$ cat config.mk
export PLATFORM = sky130hd
export DESIGN_NAME = msi_directory
export DESIGN_NICKNAME = d
export VERILOG_FILES = /design/src/rtl/msi_directory.sv
export SDC_FILE = /design/constraint.sdc
export NUM_CORES = 1
export LEC_CHECK = 0
export CORE_MARGIN = 2
export CORE_UTILIZATION = 60
export CTS_CLUSTER_DIAMETER = 30
export DETAILED_ROUTE_END_ITERATION = 10
export PLACE_DENSITY_LB_ADDON = 0.25
export SLEW_MARGIN = 20
export SYNTH_ARGS = -nofsm -noshare
export SYNTH_HDL_FRONTEND = slang
export SYNTH_SLANG_ARGS = --single-unit
export TNS_END_PERCENT = 50
$ cat constraint.sdc
create_clock -name Clock -period 6.2 [get_ports Clock]
set_input_delay 0.62 -clock Clock [delete_from_list [all_inputs] [get_ports Clock]]
set_output_delay 0.62 -clock Clock [all_outputs]
set_load 0.005 [all_outputs]
$ cat src/rtl/msi_directory.sv
// MSI coherence directory: fully associative entries with sharer vectors,
// victim replacement with writeback, and a single outstanding request.
module msi_directory #(
  parameter int NUM_PROC = 2,
  parameter int ENTRIES  = 4,
  parameter int ADDR_W   = 4,
  parameter int DATA_W   = 4,
  localparam int PW = (NUM_PROC > 1) ? $clog2(NUM_PROC) : 1
) (
  input  logic                Clock,
  input  logic                Resetn,
  input  logic                ReqValid,
  output logic                ReqReady,
  input  logic [PW-1:0]       ReqProc,
  input  logic [1:0]          ReqOp,
  input  logic [ADDR_W-1:0]   ReqAddr,
  input  logic [DATA_W-1:0]   ReqData,
  output logic                MemRdReq,
  output logic [ADDR_W-1:0]   MemRdAddr,
  input  logic                MemRdValid,
  input  logic [DATA_W-1:0]   MemRdData,
  output logic                MemWr,
  output logic [ADDR_W-1:0]   MemWrAddr,
  output logic [DATA_W-1:0]   MemWrData,
  output logic [NUM_PROC-1:0] InvVec,
  output logic [NUM_PROC-1:0] FetchVec,
  output logic                RespValid,
  output logic [2:0]          RespState,
  output logic [DATA_W-1:0]   RespData,
  output logic                RespErr
);

  localparam int EW = (ENTRIES > 1) ? $clog2(ENTRIES) : 1;
  localparam logic [1:0] OP_RD = 2'b00;
  localparam logic [1:0] OP_WB = 2'b11;
  localparam logic [2:0] ST_E = 3'b000;
  localparam logic [2:0] ST_I = 3'b001;
  localparam logic [2:0] ST_S = 3'b010;
  localparam logic [2:0] ST_M = 3'b011;

  typedef enum logic [1:0] {IDLE, LOOKUP, MEMRD, RESP} fsm_e;
  fsm_e state_q, state_d;

  logic [PW-1:0]       proc_q;
  logic [1:0]          op_q;
  logic [ADDR_W-1:0]   addr_q;
  logic [DATA_W-1:0]   wdat_q;
  logic                e_vld_q  [ENTRIES];
  logic [ADDR_W-1:0]   e_addr_q [ENTRIES];
  logic [2:0]          e_st_q   [ENTRIES];
  logic [DATA_W-1:0]   e_dat_q  [ENTRIES];
  logic [NUM_PROC-1:0] e_shr_q  [ENTRIES];
  logic [EW-1:0]       vptr_q, vic_q;
  logic [2:0]          rsp_st_q;
  logic [DATA_W-1:0]   rsp_dat_q;
  logic                rsp_err_q;

  logic                hit, free;
  logic [EW-1:0]       hidx, fidx, vidx;
  logic [NUM_PROC-1:0] rbit;
  logic                is_wb, is_rd;

  logic                wr_en, wr_vld, vic_ld, vptr_inc;
  logic [EW-1:0]       wr_idx;
  logic [ADDR_W-1:0]   wr_addr;
  logic [2:0]          wr_st;
  logic [DATA_W-1:0]   wr_dat;
  logic [NUM_PROC-1:0] wr_shr;
  logic                rsp_ld, rsp_err;

  // Hit only counts live (S/M) lines; I and empty lines are replaceable
  always_comb begin
    hit  = 1'b0;
    hidx = '0;
    free = 1'b0;
    fidx = '0;
    for (int i = ENTRIES - 1; i >= 0; i--) begin
      if (e_st_q[i] == ST_S || e_st_q[i] == ST_M) begin
        if (e_vld_q[i] && e_addr_q[i] == addr_q) begin
          hit  = 1'b1;
          hidx = EW'(i);
        end
      end else begin
        free = 1'b1;
        fidx = EW'(i);
      end
    end
  end

  assign vidx  = free ? fidx : vptr_q;
  assign rbit  = NUM_PROC'(1) << proc_q;
  assign is_wb = (op_q == OP_WB);
  assign is_rd = (op_q == OP_RD);

  always_ff @(posedge Clock or negedge Resetn) begin
    if (!Resetn) state_q <= IDLE;
    else         state_q <= state_d;
  end

  always_comb begin
    state_d = state_q;
    unique case (state_q)
      IDLE:    if (ReqValid) state_d = LOOKUP;
      LOOKUP:  state_d = (hit || is_wb) ? RESP : MEMRD;
      MEMRD:   if (MemRdValid) state_d = RESP;
      RESP:    state_d = IDLE;
      default: state_d = IDLE;
    endcase
  end

  always_comb begin
    InvVec    = '0;
    FetchVec  = '0;
    MemWr     = 1'b0;
    MemWrAddr = '0;
    MemWrData = '0;
    wr_en     = 1'b0;
    wr_idx    = hidx;
    wr_vld    = 1'b1;
    wr_addr   = addr_q;
    wr_st     = e_st_q[hidx];
    wr_dat    = e_dat_q[hidx];
    wr_shr    = e_shr_q[hidx];
    vic_ld    = 1'b0;
    vptr_inc  = 1'b0;
    rsp_ld    = 1'b0;
    rsp_err   = 1'b0;
    if (state_q == LOOKUP) begin
      unique case (1'b1)
        is_wb: begin
          rsp_ld = 1'b1;
          if (hit && |(e_shr_q[hidx] & rbit)) begin
            wr_en  = 1'b1;
            wr_shr = e_shr_q[hidx] & ~rbit;
            wr_st  = |wr_shr ? ST_S : ST_I;
            if (e_st_q[hidx] == ST_M) wr_dat = wdat_q;
          end else begin
            rsp_err = 1'b1;
            if (!hit) begin
              wr_st  = ST_E;
              wr_dat = '0;
            end
          end
        end
        !is_wb && hit && is_rd: begin
          wr_en  = 1'b1;
          rsp_ld = 1'b1;
          if (e_st_q[hidx] == ST_M && e_shr_q[hidx] != rbit) begin
            FetchVec = e_shr_q[hidx];
            wr_st    = ST_S;
          end
          wr_shr = e_shr_q[hidx] | rbit;
        end
        !is_wb && hit && !is_rd: begin
          wr_en  = 1'b1;
          rsp_ld = 1'b1;
          InvVec = e_shr_q[hidx] & ~rbit;
          wr_st  = ST_M;
          wr_shr = rbit;
          wr_dat = wdat_q;
        end
        default: begin
          vic_ld = 1'b1;
          if (!free) begin
            InvVec    = e_shr_q[vptr_q];
            MemWr     = (e_st_q[vptr_q] == ST_M);
            MemWrAddr = MemWr ? e_addr_q[vptr_q] : '0;
            MemWrData = MemWr ? e_dat_q[vptr_q] : '0;
            wr_en     = 1'b1;
            wr_idx    = vptr_q;
            wr_addr   = e_addr_q[vptr_q];
            wr_st     = ST_I;
            wr_dat    = e_dat_q[vptr_q];
            wr_shr    = '0;
            vptr_inc  = 1'b1;
          end
        end
      endcase
    end else if (state_q == MEMRD && MemRdValid) begin
      wr_en  = 1'b1;
      rsp_ld = 1'b1;
      wr_idx = vic_q;
      wr_st  = is_rd ? ST_S : ST_M;
      wr_dat = is_rd ? MemRdData : wdat_q;
      wr_shr = rbit;
    end
  end

  always_ff @(posedge Clock or negedge Resetn) begin
    if (!Resetn) begin
      proc_q    <= '0;
      op_q      <= '0;
      addr_q    <= '0;
      wdat_q    <= '0;
      vptr_q    <= '0;
      vic_q     <= '0;
      rsp_st_q  <= '0;
      rsp_dat_q <= '0;
      rsp_err_q <= 1'b0;
      for (int i = 0; i < ENTRIES; i++) begin
        e_vld_q[i]  <= 1'b0;
        e_addr_q[i] <= '0;
        e_st_q[i]   <= ST_E;
        e_dat_q[i]  <= '0;
        e_shr_q[i]  <= '0;
      end
    end else begin
      if (state_q == IDLE && ReqValid) begin
        proc_q <= ReqProc;
        op_q   <= ReqOp;
        addr_q <= ReqAddr;
        wdat_q <= ReqData;
      end
      if (vic_ld) vic_q <= vidx;
      if (vptr_inc)
        vptr_q <= (vptr_q == EW'(ENTRIES - 1)) ? '0 : vptr_q + EW'(1);
      if (wr_en) begin
        e_vld_q[wr_idx]  <= wr_vld;
        e_addr_q[wr_idx] <= wr_addr;
        e_st_q[wr_idx]   <= wr_st;
        e_dat_q[wr_idx]  <= wr_dat;
        e_shr_q[wr_idx]  <= wr_shr;
      end
      if (rsp_ld) begin
        rsp_st_q  <= wr_st;
        rsp_dat_q <= wr_dat;
        rsp_err_q <= rsp_err;
      end
    end
  end

  assign ReqReady  = (state_q == IDLE) && Resetn;
  assign MemRdReq  = (state_q == MEMRD);
  assign MemRdAddr = MemRdReq ? addr_q : '0;
  assign RespValid = (state_q == RESP);
  assign RespState = rsp_st_q;
  assign RespData  = rsp_dat_q;
  assign RespErr   = RespValid && rsp_err_q;

endmodule

# Word-level counts from Yosys, hierarchy flattened
# Cells that the tools add are included.
[word_totals] ff_bits=81 word_cells=219 out_inout_bits=28
[op_classes] addsub=1 reduce_logical=29 eq_ne=22 n_mux=124 n_lt_le_gt_ge=4 n_bitwise=8 n_shift=1
[op_table] cell="$mux W4" count=26
[op_table] cell="$mux W2" count=35
[op_table] cell="$mux W3" count=11
[op_table] cell="$bwmux W16" count=2
[op_table] cell="$mux W1" count=31
[op_table] cell="$eq A3 B2 Y1 const B" count=10
[op_table] cell="$bmux W4 S2" count=3
[op_table] cell="$eq A4 B4 Y1" count=4
[op_table] cell="$logic_and A1 B1 Y1" count=14
[op_table] cell="$bmux W3 S2" count=2
[op_table] cell="$bwmux W12" count=1
[op_table] cell="$pmux W4 S3" count=1
[op_table] cell="$ge A3 B3 Y1 const B" count=3
[op_table] cell="$not A2 Y3" count=3
[op_table] cell="$pmux W3 S3" count=1
[op_table] cell="$bmux W2 S2" count=2
[op_table] cell="$bwmux W8" count=1
[op_table] cell="$demux W4 S2" count=1
[op_table] cell="$eq A2 B2 Y1 const B" count=4
[op_table] cell="$pmux W2 S4" count=1
[op_table] cell="$reduce_or A2 Y1" count=4
[op_table] cell="$demux W3 S2" count=1
[op_table] cell="$pmux W2 S3" count=1
[op_table] cell="$logic_or A1 B1 Y1" count=5
[op_table] cell="other kinds (19)" count=22

# Logic depth before layout (Yosys ltp)
# Gate-level depths: netlist of the first run.
[depth] ltp_word=21 ltp_mapped=16

# Worst setup path before layout of the first run
# Ideal clock, no wire load.
[synth_timing] path_type="reg2out" from="reg addr_q[3]" to="out FetchVec[0]" arrival_time_ns=2.959 n_path_buf=2 stages_incl_launch_ff=14 setup_slack_ns=2.621 cell_sequence="dfrtp_1 -> buf_6 -> xnor2_1 -> nand3_1 -> or2_1 -> buf_2 -> a211oi_4 -> mux2_2 -> mux2i_1 -> inv_1 -> ha_1 -> a21boi_0 -> nand4_1 -> nor2_1"
[synth_between] elab_chain_len=19
[synth_lines] item="start, declared" line="46" rtl="logic [ADDR_W-1:0] addr_q;"
[synth_lines] item="start signal, assigned" line="211" rtl="addr_q <= ReqAddr;"
[synth_lines] item="$eq A4 B4 Y1" line="79" rtl="if (e_vld_q[i] && e_addr_q[i] == addr_q) begin"
[synth_lines] item="$logic_and A1 B1 Y1" line="79"
[synth_lines] item="$mux W2" line="79"
[synth_lines] item="$mux W2" line="78" rtl="if (e_st_q[i] == ST_S || e_st_q[i] == ST_M) begin"
[synth_lines] item="$mux W2" line="79"
[synth_lines] item="$mux W2" line="78"
[synth_lines] item="$mux W2" line="79"
[synth_lines] item="$mux W2" line="78"
[synth_lines] item="[2 not listed]"
[synth_lines] item="$not A2 Y3 (not written as such)" line="148, 149"
[synth_lines] item="$bmux W3 S2 / $bmux W2 S2 (equally long branches)" line="148, 149"
[synth_lines] item="$mux W3 (not written as such) / $mux W2 (equally long branches) (2 in series)" line="148, 149"
[synth_lines] item="$eq A3 B2 Y1 / $ne A2 B2 Y1 (equally long branches)" line="148" rtl="if (e_st_q[hidx] == ST_M && e_shr_q[hidx] != rbit) begin"
[synth_lines] item="$logic_and A1 B1 Y1" line="148"
[synth_lines] item="$mux W2" line="148"
[synth_lines] item="$mux W2 *" line="129" rtl="unique case (1'b1)"
[synth_lines] item="$mux W2 *" line="128" rtl="if (state_q == LOOKUP) begin"
[synth_lines] item="end, declared" line="26" rtl="output logic [NUM_PROC-1:0] FetchVec,"
# Mark *: on every way between the ends. The rest lies on a longest branch, timed or not. The select of a mux whose other input is x is not followed.

# Worst setup path after layout of the first run
[layout_timing] from="reg addr_q[0]" to="out FetchVec[1]"
# The elaborated chain is that of the path after synthesis.

==> results of run 1 <==
-- layout make-up --
type | count | area [µm²]
clock buffers | 9 | 124
clock inverters | 7 | 76.3
fillers | 629 | 2500
inverters | 20 | 75.1
multi-input cells | 372 | 2680
flip-flops and latches | 81 | 2030
well taps | 105 | 131
repair buffers | 49 | 484
-- layer usage --
| layer | GRT usage, % | wire, µm | vias to the layer above |
|---|---|---|---|
| met5 | 0 | 0 | - |
| met3 | 6.70 | 1120 | 38 |
| met1 | 40.9 | 5190 | 1991 |
| met4 | 12.8 | 416 | 0 |
| li1 | - | - | 1879 |
| met2 | 46.5 | 5830 | 228 |
-- Yosys cell counts (7+ instances only) --
cell type  number  area share (%)
a21oi_1        18             1.8
a31oi_1         7            0.89
and2_1         22             2.8
buf_2           7            0.71
clkbuf_1       11            0.84
dfrtp_1        81              41
ha_1           10             2.5
inv_1          19             1.4
mux2_2         23             5.3
mux2i_1         9             1.8
mux4_2         13             5.9
nand2_1        70             5.3
nand3_1        10             1.0
nor2_1         26             2.0
nor3_1          8            0.81
o211ai_1        7             1.1
o21ai_0        12             1.2
o21ai_1        36             3.7
xnor2_1        11             2.0
-- through the flow --
stage | power (mW) | utilization, %
2_1_floorplan | 1.47 | -
3_3_place_gp | 1.71 | 66.6
3_5_place_dp | 1.73 | 66.6
4_1_cts | 2.14 | 69.1
5_1_grt | 2.30 | 69.1
6_report | 2.16 | 69.1
-- power by group through the flow --
stage	Combinational [mW]	Clock [mW]	Sequential, mW
detailed placement	0.939	0	0.794
global placement	0.921	0	0.787
CTS	0.949	0.408	0.785
global route	1.06	0.436	0.803
finish	0.969	0.403	0.788
floorplan	0.747	0	0.725
-- final timing paths --
check	from	end	cells after the start
worst max-delay path	addr_q[0]	FetchVec[1]	12
worst min-delay path	Resetn	state_q[0]	1
worst max register to register	addr_q[0]	e_dat_q[7]	9
worst min register to register	e_vld_q[1]	e_vld_q[1]	1
max in group asynchronous	Resetn	e_shr_q[7]	1
min in group Clock	e_vld_q[1]	e_vld_q[1]	1
-- flip-flops by register name, indices dropped and copies added, names as in the netlist --
name and cells:
RespData 4, RespState 3, addr_q 4, e_addr_q 16, e_dat_q 16, e_shr_q 8
e_st_q 12, e_vld_q 4, op_q 2, proc_q 1, rsp_err_q 1, state_q 2
vic_q 2, vptr_q 2, wdat_q 4
-- cell families (layout without fill, tap and decap cells) --
family                   Yosys count  after routing  share of synthesized area (%)
AO/OA/AOI/OAI                    134            134                           18.9
buffers and inverters             45             85                           4.67
multiplexers                      46             46                           13.5
flip-flops                        81             81                           41.1
adder cells (fa/ha/maj)           10             10                           2.54
AND/OR/NAND/NOR                  165            165                           16.2
XOR/XNOR                          17             17                           3.02
==> qor.yml, run 1 <==
cts.repair_timing.setup_buffer_count: 0
total_neg_setup_slack_ps: 0
cts_buffer_depth: 2
final_net_count: 562
detailed_router_iteration_count_before_antenna_repair: 5
wl_per_cell_um: 19.5
final.setup.worst_slack_ps: 1250
global_route.overflow_total: 0
cellLeakagePower_nw: 2.36
vias_per_instance: 6.43
mappedNetlistNets: 527
initial_core_utilization_pct: 60.9
tritoncts: "yes"
clock_skew_ps: 12.5
cp.buffers_inverters: 2
global_route_wire_length_before_repair_um: 20400
critical_path.cell_chain: "xnor2_1, nand3_1, or2_1, a211oi_4, mux2_2, mux2i_1, inv_1, ha_1, a21boi_0, nand4_1, nor2_1, clkdlybuf4s50_1"
cts_hold_repair.buffers: 0
setup.worst_path.end_class: "output port"
rsz0062_at_grt: "no"
die_width_um: 94.7
detailed_placer_s_ending_hpwl_um: 8730
dr_total_vias: 4136
hold_class: "input port to async pin"
seqPwrFrac_pct: 36.5
irDropWorstVdd_uv: 226
clock_insertion_delay_worst_skew_ps: 360
synth_seq_cells: 81
worst_path_largest_cell_delay_ps: 520
dpl.cell_count: 627
p_comb_share_pct: 44.8
synthArstFlopShare_pct: 100
intPower_mw: 1.25
synth_seq_area_share_pct: 41.1
total_switching_power_uw: 914
route.antenna.remaining_nets: 0
critical_path_arrival_ps: 4330
aggregate_global_route_resource_usage_pct: 30.0
critical_path_peak_fanout: 7
critical_path.slowest_cell: "clkdlybuf4s50_1"
most_common_library_cell_in_the_layout_ignoring_fill_and_taps: "dfrtp_1"
place.port_buffers: 46
dominantRegCellSynth: "dfrtp_1"
finalHoldViolations: 0
mappedNetlistArea_mm2: 0.00493
worst_slew_pin_slew_ps: 1120
report.final.slew_viol_count: 0
clock-sinks: 81
max_freq_mhz: 202
antenna_violations_before_repair: 0
fp.dieArea_mm2: 0.00896
clk_pin_slew_ps: 90
status: "complete, no violations"
drt_drc_violations_left: 0
synth_cell_type_count: 64
synth_edf_count: 0
grt_start_max_net_pins: 83
clockPowerShare_pct: 18.7
share_of_cells_above_drive_strength_1_pct: 13.8
dieHeight_um: 94.7
fp.coreArea_mm2: 0.00809
r2r_slack_ps: 1890
final.hold.worst_slack_ps: 284
most-common-layout-cells: "dfrtp_1, nand2_1, clkdlybuf4s50_1, o21ai_1, nor2_1"
critical_path_required_ps: 5580
crit_path_start_kind: "flop"
gp_congestion: 0.953
postLayoutCellArea_mm2: 0.00559
max_cap_violations: 0
power.density_cell_area_mw_per_mm2: 386
post_cts_sizing: 0
row_count: 33
layout_worst_path_cycle_share_pct: 79.8
total_setup_violations_reported_at_the_end_of_the_flow: 0
synthesis.area_per_instance_um2: 9.90
worstSetupPathType: "flop to output port"
ctsRootBufferMaster: "clkbuf_8"
io_pins: 47
ys_warn_count: 0
slew-limit-headroom_pct: 24.9
worst_path_dominant_cell_family: "simple AND/OR/NAND/NOR gates"
postSynthCellCount: 498
period_minus_slack_ps: 4950
place_ws_ps: 1680
cts_htree_levels: 3
non_filler_cells_in_the_finished_layout: 643
power_switching_share_pct: 42.3
first_global_vias: 3975
antenna_cells: 0
areaGrowthSynthToFinish_pct: 13.4
placed_area_mm2: 0.00539
inserted_clock_buffers: 9
routed_wirelength_um: 12600
drt_iter0_markers: 448
Power figures use the tool's default switching activity.
==> run 2, diff against run 1 <==
- CORE_UTILIZATION: 60 -> 52
- clock period: 6.2 -> 4.3 ns (I/O delays scaled with it)
==> run 2 against run 1 <==
  * Sequential power rose by 46%
  * Critical path depth fell by 1
  * Cell count rose by 6.1%
  * First-iteration DRC count fell by 43%
  * Clock-buffer cell count rose by 1
  * Combinational power rose by 50%
  * Critical path type unchanged
  * Critical endpoint unchanged
  * Largest cell class unchanged
==> qor.yml, run 2 (synthesis gave the netlist of run 1 again) <==
seqCellArea_mm2: 0.00203
wl_per_cell_um: 18.7
cp_common_cell: "mux2_2"
max_cap_violations: 0
setup.worst_path.end_class: "output port"
fp.dieArea_mm2: 0.0103
final.setup.worst_slack_ps: 129
clock_skew_ps: 13.6
place_ws_ps: 270
area_occupied_by_multi_input_gates_mm2: 0.00273
cts_buffer_depth: 2
final.hold.worst_slack_ps: 5.64
critical_path_peak_fanout: 7
share_of_cells_above_drive_strength_1_pct: 18.8
hold_class: "input port to async pin"
critical_path_required_ps: 3870
report.final.slew_viol_count: 0
ctsRootBufferMaster: "clkbuf_8"
seqPwrFrac_pct: 36.0
clockPowerShare_pct: 18.5
routed_wirelength_um: 12800
total_setup_violations_reported_at_the_end_of_the_flow: 0
gp_congestion: 0.924
detailed_router_iteration_count_before_antenna_repair: 5
cts_hold_repair.buffers: 0
power.density_cell_area_mw_per_mm2: 549
inserted_clock_buffers: 9
worstSetupPathType: "flop to output port"
critical_path.cell_chain: "xnor2_2, nand3_2, or2_4, a211oi_4, mux2_2, mux2_2, ha_1, a21boi_2, nand4_1, nor2_1, clkdlybuf4s50_1"
final_net_count: 577
cts_htree_levels: 3
global_route.overflow_total: 0
vias_per_instance: 6.03
non_filler_cells_in_the_finished_layout: 682
clk_pin_slew_ps: 90
irDropWorstVdd_uv: 317
first_global_vias: 3962
period_minus_slack_ps: 4170
route.antenna.remaining_nets: 0
global_route_wire_length_before_repair_um: 20700
detailed_placer_s_ending_hpwl_um: 9260
fill_cells: 754
most-common-layout-cells: "dfrtp_1, nand2_1, clkdlybuf4s50_1, o21ai_1, nor2_1"
crit_path_start_kind: "flop"
r2r_slack_ps: 570
drt_drc_violations_left: 0
dr_total_vias: 4112
row_count: 35
aggregate_global_route_resource_usage_pct: 26.3
antenna_cells: 0
worst_path_largest_cell_delay_ps: 510
p_comb_share_pct: 45.5
io_pins: 47
drt_iter0_markers: 256
tritoncts: "yes"
initial_core_utilization_pct: 53.4
largestRegisters: "e_addr_q (16), e_dat_q (16), e_st_q (12)"
cellLeakagePower_nw: 2.46
grt_start_max_net_pins: 50
finalHoldViolations: 0
reg2regPathDepth: 9
p_total_mw: 3.18
max_freq_mhz: 240
final_core_util_pct: 62.7
fp.coreArea_mm2: 0.00924
areaGrowthSynthToFinish_pct: 17.6
slew-limit-headroom_pct: 37.0
dpl.cell_count: 662
dieHeight_um: 101
intPower_mw: 1.84
clock_insertion_delay_worst_skew_ps: 370
most_common_library_cell_in_the_layout_ignoring_fill_and_taps: "dfrtp_1"
worst_slew_pin_slew_ps: 945
place.port_buffers: 46
antenna_violations_before_repair: 0
critical_path.slowest_cell: "clkdlybuf4s50_1"
die_width_um: 101
status: "complete, no violations"
total_switching_power_mw: 1.34
critical_path_arrival_ps: 3740
clock-sinks: 81
power_switching_share_pct: 42.2
layout_worst_path_cycle_share_pct: 97.0
-- run 2: cell count changes in the layout (fill, tap and decap cells not counted), moves of 2 or more --
cell / previous run / this run
buf_4: 3 / 19
dfrtp_1: 81 / 77
dfrtp_2: 0 / 4
nand3_1: 10 / 8
nand3_2: 0 / 2
xnor2_1: 11 / 7
xnor2_2: 0 / 4
-- run 2: layer usage --
metal | global-route usage, % | up-vias | part of all wire (%)
met1 | 36.0 | 1966 | 43
met5 | 0 | - | 0
met4 | 9.36 | 0 | 2.8
met2 | 40.7 | 202 | 47
li1 | - | 1911 | -
met3 | 7.25 | 33 | 7.7
-- run 2: layout make-up --
| type | instances | share of cell area, % |
|---|---|---|
| Sequential cell | 81 | 35.0 |
| Clock buffer | 10 | 2.20 |
| Multi-Input combinational cell | 372 | 47.2 |
| Clock inverter | 6 | 1.29 |
| Tap cell | 129 | 2.78 |
| Inverter | 20 | 1.29 |
| Timing Repair Buffer | 64 | 10.2 |
-- run 2: metrics by stage --
stage / setup TNS [ps] / cell area, µm²
after floorplan: 0 / 4930
after global routing: -62.4 / 5800
after detailed placement: 0 / 5500
after CTS: 0 / 5710
final: 0 / 5800
after global placement: 0 / 5500
-- run 2: critical path: cells and delay by family, from the launching register on --
kind                     cells  cell delay, ps
AO/OA/AOI/OAI                2             500
XOR/XNOR                     1             200
adder cells (fa/ha/maj)      1             300
buffers and inverters        1             510
flip-flops                   1             480
multiplexers                 2             700
AND/OR/NAND/NOR              4             690
-- run 2: power groups by stage --
stage                     sequential [mW]  combinational (mW)  clock (mW)
final                                1.15                1.45       0.588
after global routing                 1.18                1.60       0.633
after CTS                            1.13                1.39       0.598
after detailed placement             1.15                1.37           0
after global placement               1.14                1.35           0
after floorplan                      1.05                1.08           0
-- run 2: path summary, 6_finish.rpt --
path,end,startpoint
max,FetchVec[1],addr_q[1]
min,state_q[0],Resetn
max reg2reg,e_dat_q[1],addr_q[1]
min reg2reg,rsp_err_q,rsp_err_q
max in group asynchronous,addr_q[2],Resetn
min in group Clock,rsp_err_q,rsp_err_q
-- run 2: what timing repair did --
action,in CTS,in global routing
pin swaps,1,5
setup buffers,0,4
endpoints found under the setup margin,2,10
gates resized for setup,3,14
==> run 3, diff against run 2 <==
- TNS_END_PERCENT: 50 -> not set
==> results of run 3 <==
Same layout as run 2: the final DEF is identical, and so are final timing and power.
